==> src/rtl/atmega_eep_sync.sv <==
// EEPROM persistence sequencer: preloads the EEPROM image from an upstream byte
// stream after reset and streams it back out to a downstream sink on request.
module atmega_eep_sync #(
  parameter int unsigned EEP_SIZE      = 512,
  parameter bit          LOAD_ON_RESET = 1'b1
) (
  input  logic        clk,
  input  logic        rst,
  input  logic [7:0]  ld_data,
  input  logic        ld_valid,
  output logic        ld_ready,
  output logic [7:0]  st_data,
  output logic        st_valid,
  input  logic        st_ready,
  output logic        st_last,
  input  logic        store_req,
  input  logic        content_modified,
  output logic [16:0] ext_eep_addr,
  output logic [7:0]  ext_eep_data_in,
  output logic        ext_eep_data_wr,
  output logic        ext_eep_data_rd,
  output logic        ext_eep_data_en,
  input  logic [7:0]  ext_eep_data_out,
  output logic        busy,
  output logic        cpu_stall,
  output logic        done
);

  localparam int unsigned CNT_W  = 16;
  localparam int unsigned ADDR_W = 17;
  localparam int unsigned DATA_W = 8;
  localparam logic [CNT_W-1:0] LAST_ADDR = CNT_W'(EEP_SIZE - 1);

  typedef enum logic [2:0] {
    S_LOAD,
    S_IDLE,
    S_RD_ADDR,
    S_RD_CAP,
    S_SEND
  } state_t;

  state_t             state;
  logic [CNT_W-1:0]   cnt;
  logic [ADDR_W-1:0]  addr_q;
  logic               store_pend;
  logic               req_ok;

  assign req_ok    = store_req & content_modified;
  assign cpu_stall = busy;

  // LOAD writes go straight through in the handshake cycle; a reset cycle never writes.
  assign ext_eep_data_wr = ld_ready & ld_valid & rst;
  assign ext_eep_data_in = ext_eep_data_wr ? ld_data : DATA_W'(0);
  assign ext_eep_addr    = ld_ready ? ADDR_W'(cnt) : addr_q;

  always_ff @(posedge clk) begin
    if (!rst) begin
      state      <= LOAD_ON_RESET ? S_LOAD : S_IDLE;
      cnt        <= '0;
      addr_q     <= '0;
      store_pend <= 1'b0;
      ld_ready   <= 1'b0;
      st_data    <= '0;
      st_valid   <= 1'b0;
      st_last    <= 1'b0;
      ext_eep_data_rd <= 1'b0;
      ext_eep_data_en <= 1'b0;
      busy       <= 1'b0;
      done       <= 1'b0;
    end else begin
      done <= 1'b0;
      // Requests seen while a transfer runs collapse into a single pending STORE.
      if (req_ok && state != S_IDLE) store_pend <= 1'b1;

      case (state)
        S_LOAD: begin
          if (!ld_ready) begin
            ld_ready        <= 1'b1;
            ext_eep_data_en <= 1'b1;
            busy            <= 1'b1;
          end else if (ld_valid) begin
            if (cnt == LAST_ADDR) begin
              cnt             <= '0;
              done            <= 1'b1;
              ld_ready        <= 1'b0;
              ext_eep_data_en <= 1'b0;
              busy            <= 1'b0;
              state           <= S_IDLE;
            end else begin
              cnt <= cnt + CNT_W'(1);
            end
          end
        end
        S_IDLE: begin
          if (store_pend || req_ok) begin
            store_pend      <= 1'b0;
            addr_q          <= ADDR_W'(cnt);
            ext_eep_data_en <= 1'b1;
            ext_eep_data_rd <= 1'b1;
            busy            <= 1'b1;
            state           <= S_RD_ADDR;
          end
        end
        S_RD_ADDR: state <= S_RD_CAP;
        S_RD_CAP: begin
          st_data         <= ext_eep_data_out;
          st_last         <= (cnt == LAST_ADDR);
          st_valid        <= 1'b1;
          ext_eep_data_rd <= 1'b0;
          state           <= S_SEND;
        end
        S_SEND: begin
          if (st_ready) begin
            st_valid <= 1'b0;
            st_last  <= 1'b0;
            if (st_last) begin
              cnt             <= '0;
              addr_q          <= '0;
              st_data         <= '0;
              done            <= 1'b1;
              ext_eep_data_en <= 1'b0;
              busy            <= 1'b0;
              state           <= S_IDLE;
            end else begin
              cnt             <= cnt + CNT_W'(1);
              addr_q          <= ADDR_W'(cnt + CNT_W'(1));
              ext_eep_data_rd <= 1'b1;
              state           <= S_RD_ADDR;
            end
          end
        end
        default: state <= S_IDLE;
      endcase
    end
  end

endmodule

==> config.mk <==
export PLATFORM = sky130hd
export DESIGN_NAME = atmega_eep_sync
export DESIGN_NICKNAME = d
export VERILOG_FILES = /design/src/rtl/atmega_eep_sync.sv
export SDC_FILE = /design/constraint.sdc
export NUM_CORES = 1
export LEC_CHECK = 0
export ABC_CLOCK_PERIOD_IN_PS = 2490
export CORE_UTILIZATION = 43
export CTS_CLUSTER_SIZE = 14
export DETAILED_ROUTE_END_ITERATION = 8
export GPL_TIMING_DRIVEN = 0
export HOLD_SLACK_MARGIN = 0.12
export PLACE_DENSITY = 0.82
export SYNTH_ARGS = -nofsm -noshare
export SYNTH_HDL_FRONTEND = slang
export SYNTH_SLANG_ARGS = --single-unit
export TNS_END_PERCENT = 5
==> constraint.sdc <==
create_clock -name clk -period 2.49 [get_ports clk]
set_input_delay 0.747 -clock clk [delete_from_list [all_inputs] [get_ports clk]]
set_output_delay 0.747 -clock clk [all_outputs]
set_load 0.01 [all_outputs]
==> results of run 1 <==
[synthesized netlist by cell type (5+ instances only)]
library cell  instances  share of area
a211oi_1              5          0.013
a21oi_1              22          0.038
a31oi_1              12          0.026
and2_1               12          0.026
and3_1                6          0.013
buf_2                 7          0.012
clkbuf_1             23          0.029
dfxtp_1              51           0.35
inv_1                 9          0.012
mux2_2               17          0.065
nand2_1              53          0.068
nand3_1              24          0.041
nor2_1               32          0.041
nor2b_1               6          0.013
nor3_1                7          0.012
o21ai_0              26          0.044
[sequential cells by signal, summed over array words and instances (netlist names)]
| register | flops |
|---|---|
| cnt | 16 |
| st_data | 8 |
| done | 1 |
| addr_q | 17 |
| store_pend | 1 |
| st_last | 1 |
| st_valid | 1 |
| ext_eep_data_rd | 1 |
| state | 3 |
| ld_ready | 1 |
| busy | 1 |
[kinds of logic (layout without fill, tap and decap cells)]
kind of cell    count (synthesis)  in the layout  synth area share
simple gates                  163            164            0.2788
compound gates                 98             98            0.2249
flops                          51             51            0.3489
buf+inv                        44            116           0.06455
mux                            20             20           0.07567
fa+ha+maj                       1              1          0.004275
xor+xnor                        1              1          0.002993
[routing by layer]
layer  global-route usage  routed length, um  vias up
met1               0.3323               3885     1517
met4               0.1063                214        0
met3              0.06195                711       25
li1                     -                  -     1499
met2               0.4220               4411      171
met5                    0                  0        -
[path summary, 6_finish.rpt]
path | from | endpoint | slack [ns] | cells past startpoint
worst max register to register | cnt[1] | addr_q[16] | 0.07 | 5
worst min-delay path | st_data[5] | st_data[5] | 0.47 | 2
worst max-delay path | cnt[2] | ext_eep_addr[2] | 0.01 | 3
worst min register to register | st_data[5] | st_data[5] | 0.47 | 2
[metrics by stage]
| stage | instances | TNS [ns] | hold slack [ns] |
|---|---|---|---|
| finish | 528 | 0 | 0.4745 |
| CTS | 527 | 0 | 0.4724 |
| global placement | 518 | -28.25 | 0.4542 |
| detailed placement | 518 | -29.54 | 0.4573 |
| floorplan | 378 | 0 | 0.4684 |
| global route | 528 | -0.1748 | 0.5002 |
[area by class of cell]
cell class                 count  area (um^2)
fill                         569         2604
buffer                        34        214.0
inverter                       9        33.78
clock buffer                   5        68.82
multi-input combinational    284         1775
timing repair buffer          65        594.3
sequential                    51         1025
tap                           77        96.34
clock inverter                 3        47.55
[worst register-to-register path, stage by stage, from the launching register on]
cell and delay [ns]:
dfxtp_1 0.50, ha_2 0.30, nand4_1 0.27, or4_1 0.68
a2111oi_1 0.47, o21a_1 0.15
[repair_timing]
item	4_1_cts	5_1_grt
setup buffers	1	1
resized for setup	56	19
endpoints found under the setup margin	66	54
gates cloned	1	0
pin swaps	1	1
hold endpoints to repair	0	0
[report_power, final]
part           switching [mW]  internal (mW)  leakage, nW
registers             0.00494          0.820        0.412
clock network           0.308          0.305       0.0587
logic                  0.0725         0.0780         1.01
total                   0.386           1.20         1.48
==> impl_results.md, run 1 <==
* Number of H-tree branching levels at 2
* Mapped Area at 2927 um^2
* Signal arrival time at the worst endpoint at 1.73 ns
* Boundary Pins at 64
* Category of the most critical setup path: reg -> out
* Area growth, synth to finish at 31.72%
* Wirelength per Cell at 17.47 um
* Worst stage delay on the critical path at 0.52 ns
* Root Driver: clkbuf_8
* Worst-path maximum fanout at 10
* Global-route wire length before repair at 14.76 mm
* Drt first-iter violations at 388
* Library cell contributing the largest single delay on the critical path: clkdlybuf4s50_1
* Worst slack, placed at -1.093 ns
* Mean number of vias per cell at 6.083
* HPWL after detailed placement at 6.125 mm
* CTS tree: done
* Leading cell types in the layout, fill and taps excluded: nand2_1 (53), dfxtp_1 (50), clkdlybuf4s50_1 (43), nor2_1 (32), o21ai_0 (25)
* Max cap viols at 0
* Sequential area share after synthesis at 0.3489
* # DRC at 12
* Final hold violation count at 0
* Final slew viol count at 0
* Detailed Route WL at 9.223 mm
* Via Count at 3212
* Setup repair after global routing missed its margin: yes
* Post-Syn Instances at 378
* Worst-margin pin slew at 0.6078 ns
* Sort of element at the end of the critical path: primary output
* Post-layout minimum cycle time at 2.479 ns
* Clock sink total at 51
* Status: finished with violations
* Total congestion overflow after global routing at 0
* Clock insertion delay at the later pin of the skew report at 0.32 ns
* Synth Net Count at 401
* Placed instance area at 3654 um^2
* Effective utilization at floorplan at 0.4531
* Final Power at 1.589 mW
* Critical Path Source Type: flip-flop
* Clock slew at reported path FFs at 0.11 ns
* Largest clock skew in the final design at 0.009251 ns
* Commonest non-fill, non-tap cell in the layout: nand2_1
* Family of cells with the greatest summed delay on the critical path: buffers and inverters
* Leading register cell type out of synthesis: dfxtp_1
* # hold bufs at CTS at 0
* Total of endpoints with negative setup slack in the final report at 0
* Row Count at 29
* Final core utilization at 0.5969
* Critical path cell sequence: clkbuf_1, mux2_2, clkdlybuf4s50_1
* Leakage power figure at 1.478 nW
* Max Freq at 0.4034 GHz
* ANT nets after route at 0
* Final layout net count at 473
* Port Buf Inserts at 63
* Initial antenna violation count at 0
* Die area at 7140 um^2
* Buffering stage count on the worst path with inverters included at 2
* Avg Inst Size Synth at 7.742 um^2
* Number of global-route vias before repair at 2973
* Area of the core at 6459 um^2
* Horizontal extent of the die at 84.50 um
* Die Ht at 84.50 um
* Fraction of layout instances using a drive strength above 1 at 0.1596
* Routability-driven placement congestion ratio at 0.9118
* Req. time, crit path at 1.74 ns
* Largest net degree at the start of global routing at 18
* Share of flip-flops with an asynchronous set or reset after synthesis at 0
* #FFs+latches synth at 51
* Power per Cell Area at 412.1 nW/um^2
* GRT Util Overall at 0.2599
* Number of different library cells in the post-synthesis netlist at 58
* Number of buffers between clock root and the deepest sink at 2
* Fin crit share at 0.9956
* Router iterations before antenna repair at 8
* Final setup slack of the worst path at 0.01105 ns
* Relative slew margins at 0.5948
* Peak supply drop at 0.2364 mV
* Final Cell Area at 3855 um^2
* Number of warnings reported in the yosys synthesis log at 0
* Violated checks: DRC
* EDFF count, synth at 0
* Number of CTS-inserted buffers at 5
* Hold Path Class: reg -> reg
* Diode count at 0
No activity file was read; power rests on OpenSTA's default activity.
==> run 2, diff against run 1 <==
SLEW_MARGIN = 20   (was not set)
==> results of run 2 <==
Final layout, timing and power as in run 1 (identical DEF).
==> run 3, diff against run 2 <==
--- a/config.mk
+++ b/config.mk
@@ -13,5 +13,5 @@
 export HOLD_SLACK_MARGIN = 0.12
 export PLACE_DENSITY = 0.82
-export SLEW_MARGIN = 20
+export RECOVER_POWER = 100
 export SYNTH_ARGS = -nofsm -noshare
 export SYNTH_HDL_FRONTEND = slang
==> constraint.sdc (replaced) <==
create_clock -name clk -period 2.49 [get_ports clk]
set_input_delay 0.747 -clock clk [delete_from_list [all_inputs] [get_ports clk]]
set_output_delay 0.747 -clock clk [all_outputs]
set_load 0.05 [all_outputs]
==> run 3 against run 2 <==
Against the previous run:
- total power is 6.8% higher
- cell count rose by 0.19%
- worst setup slack better by 0.025 ns
- wire length down 4.2%
- maximum frequency grew 1.0%
- the run still ends with DRC left
- first-iteration DRC count is 10% lower
- critical endpoint is now ext_eep_addr[7]
- largest cell class unchanged
==> impl_results.md, run 3 (synthesis results as in run 1) <==
* Via Count at 3141
* Regs by FF count: addr_q x17, cnt x16, st_data x8
* Fin crit share at 0.9854
* Final core utilization at 0.5978
* Row Count at 29
* CP Launch Point: ld_ready
* Root Driver: clkbuf_8
* Leading cell types in the layout, fill and taps excluded: nand2_1 (53), dfxtp_1 (50), nor2_1 (32), o21ai_0 (25), nand3_1 (24)
* Cell internal power dissipation at 1.298 mW
* Routability-driven placement congestion ratio at 0.9251
* Final hold violation count at 0
* Number of global-route vias before repair at 2836
* Hold Path Class: reg -> reg
* Largest clock skew in the final design at 0.005307 ns
* Final total negative setup slack at 0 ns
* Flip-flop count of the largest register after layout at 17
* Post-placement cell count at 518
* Critical register-to-register path startpoint: cnt[1]
* GRT Util Overall at 0.2505
* Die Ht at 84.50 um
* Horizontal extent of the die at 84.50 um
* Router iterations before antenna repair at 7
* Critical Path Source Type: flip-flop
* Category of the most critical setup path: reg -> out
* HPWL after detailed placement at 6.137 mm
* Mean number of vias per cell at 5.938
* Worst-path maximum fanout at 10
* Req. time, crit path at 1.74 ns
* Fraction of layout instances using a drive strength above 1 at 0.2035
* Sequential power share at 0.486
* Switch share at 0.2350
* Area growth, synth to finish at 31.94%
* R2R cell count at 7
* Termination of the worst setup path: ext_eep_addr[7]
* Library cell contributing the largest single delay on the critical path: dlygate4sd2_1
* Max cap viols at 0
* Critical path cell sequence: clkbuf_4, mux2_2, dlygate4sd2_1
* Commonest non-fill, non-tap cell in the layout: nand2_1
* Sort of element at the end of the critical path: primary output
* Reg2reg end: cnt[4]
* Hold Path Cell Cnt at 2
* Final layout net count at 474
* Port Buf Inserts at 63
* Die area at 7140 um^2
* Total congestion overflow after global routing at 0
* Signal arrival time at the worst endpoint at 1.71 ns
* Switch Pwr at 398.9 uW
* Fraction of power consumed by the clock network at 0.411
* Top register by number of flip-flops: addr_q
* Detailed Route WL at 8.836 mm
* Worst-margin pin slew at 0.6798 ns
* ANT nets after route at 0
* Largest net degree at the start of global routing at 17
* Clock slew at reported path FFs at 0.09 ns
* Max Freq at 0.4076 GHz
* Register-to-register setup slack at 0.12 ns
* Diode count at 0
* Number of buffers between clock root and the deepest sink at 2
* Number of H-tree branching levels at 2
* Number of CTS-inserted buffers at 5
* Total of endpoints with negative setup slack in the final report at 0
* Worst stage delay on the critical path at 0.42 ns
* Initial antenna violation count at 0
* Final Power at 1.697 mW
* Violated checks: DRC
* Clock sink total at 51
* CTS tree: done
* Cell Count, Final, Fillers Out at 529
* Effective utilization at floorplan at 0.4531
* Peak supply drop at 0.3025 mV
* Power per Cell Area at 439.6 nW/um^2
* Final slew viol count at 0
* Area of the core at 6459 um^2
* Wirelength per Cell at 16.70 um
* Clock insertion delay at the later pin of the skew report at 0.31 ns
* Combinational share of power at 0.104
* Global-route wire length before repair at 14.23 mm
* Relative slew margins at 0.5448
* Boundary Pins at 64
* Post-layout minimum cycle time at 2.454 ns
* Status: finished with violations
* Drt first-iter violations at 349
* Leakage power figure at 1.530 nW
* # DRC at 14
run 3: power groups by stage:
stage,registers (mW),clock network [mW],logic [mW]
2_1_floorplan,0.849,0,0.0862
3_3_place_gp,0.843,0,0.164
3_5_place_dp,0.843,0,0.166
4_1_cts,0.824,0.705,0.173
5_1_grt,0.825,0.733,0.185
6_report,0.824,0.697,0.176
run 3: how the worst min path moves through the flow:
stage | start | end | slack [ns]
floorplan | addr_q[13] | addr_q[13] | 0.47
global placement | st_data[6] | st_data[6] | 0.45
detailed placement | st_data[7] | st_data[7] | 0.46
CTS | st_data[7] | st_data[7] | 0.47
global route | st_data[7] | st_data[7] | 0.49
finish | st_data[7] | st_data[7] | 0.47
run 3: area by class of cell:
cell class	count	area, um^2
Fill cell	600	2597
Multi-Input combinational cell	283	1775
Sequential cell	51	1022
Timing Repair Buffer	66	603.1
Buffer	35	193.9
Tap cell	77	96.34
Clock buffer	5	68.82
Clock inverter	3	67.56
Inverter	9	33.78
run 3: routing by layer:
layer	GRT usage	up-vias	part of all wire
li1	-	1496	-
met1	0.3432	1473	0.43
met2	0.3999	156	0.47
met3	0.03835	16	0.089
met4	0.09091	0	0.016
met5	0	-	0
run 3: critical path, delay by kind of cell, from the launching register on:
| family | cells | cell delay (ns) |
|---|---|---|
| buf+inv | 2 | 0.67 |
| flops | 1 | 0.36 |
| mux | 1 | 0.37 |
run 3: repair_timing:
| item | CTS | global route |
|---|---|---|
| cloned | 0 | 0 |
| endpoints found under the setup margin | 61 | 50 |
| setup buffers | 1 | 2 |
| hold buffers | 0 | 0 |
| resized for setup | 98 | 43 |
| endpoints found under the hold margin | 0 | 0 |
| pin swaps | 1 | 1 |
run 3: per-stage QoR:
| step | hold slack [ns] | cell area (um^2) | setup slack (ns) |
|---|---|---|---|
| floorplan | 0.4684 | 2939 | -0.05178 |
| global placement | 0.4540 | 3666 | -1.213 |
| detailed placement | 0.4581 | 3666 | -1.247 |
| CTS | 0.4714 | 3840 | -0.2220 |
| global route | 0.4861 | 3861 | -0.01347 |
| finish | 0.4711 | 3861 | 0.03638 |
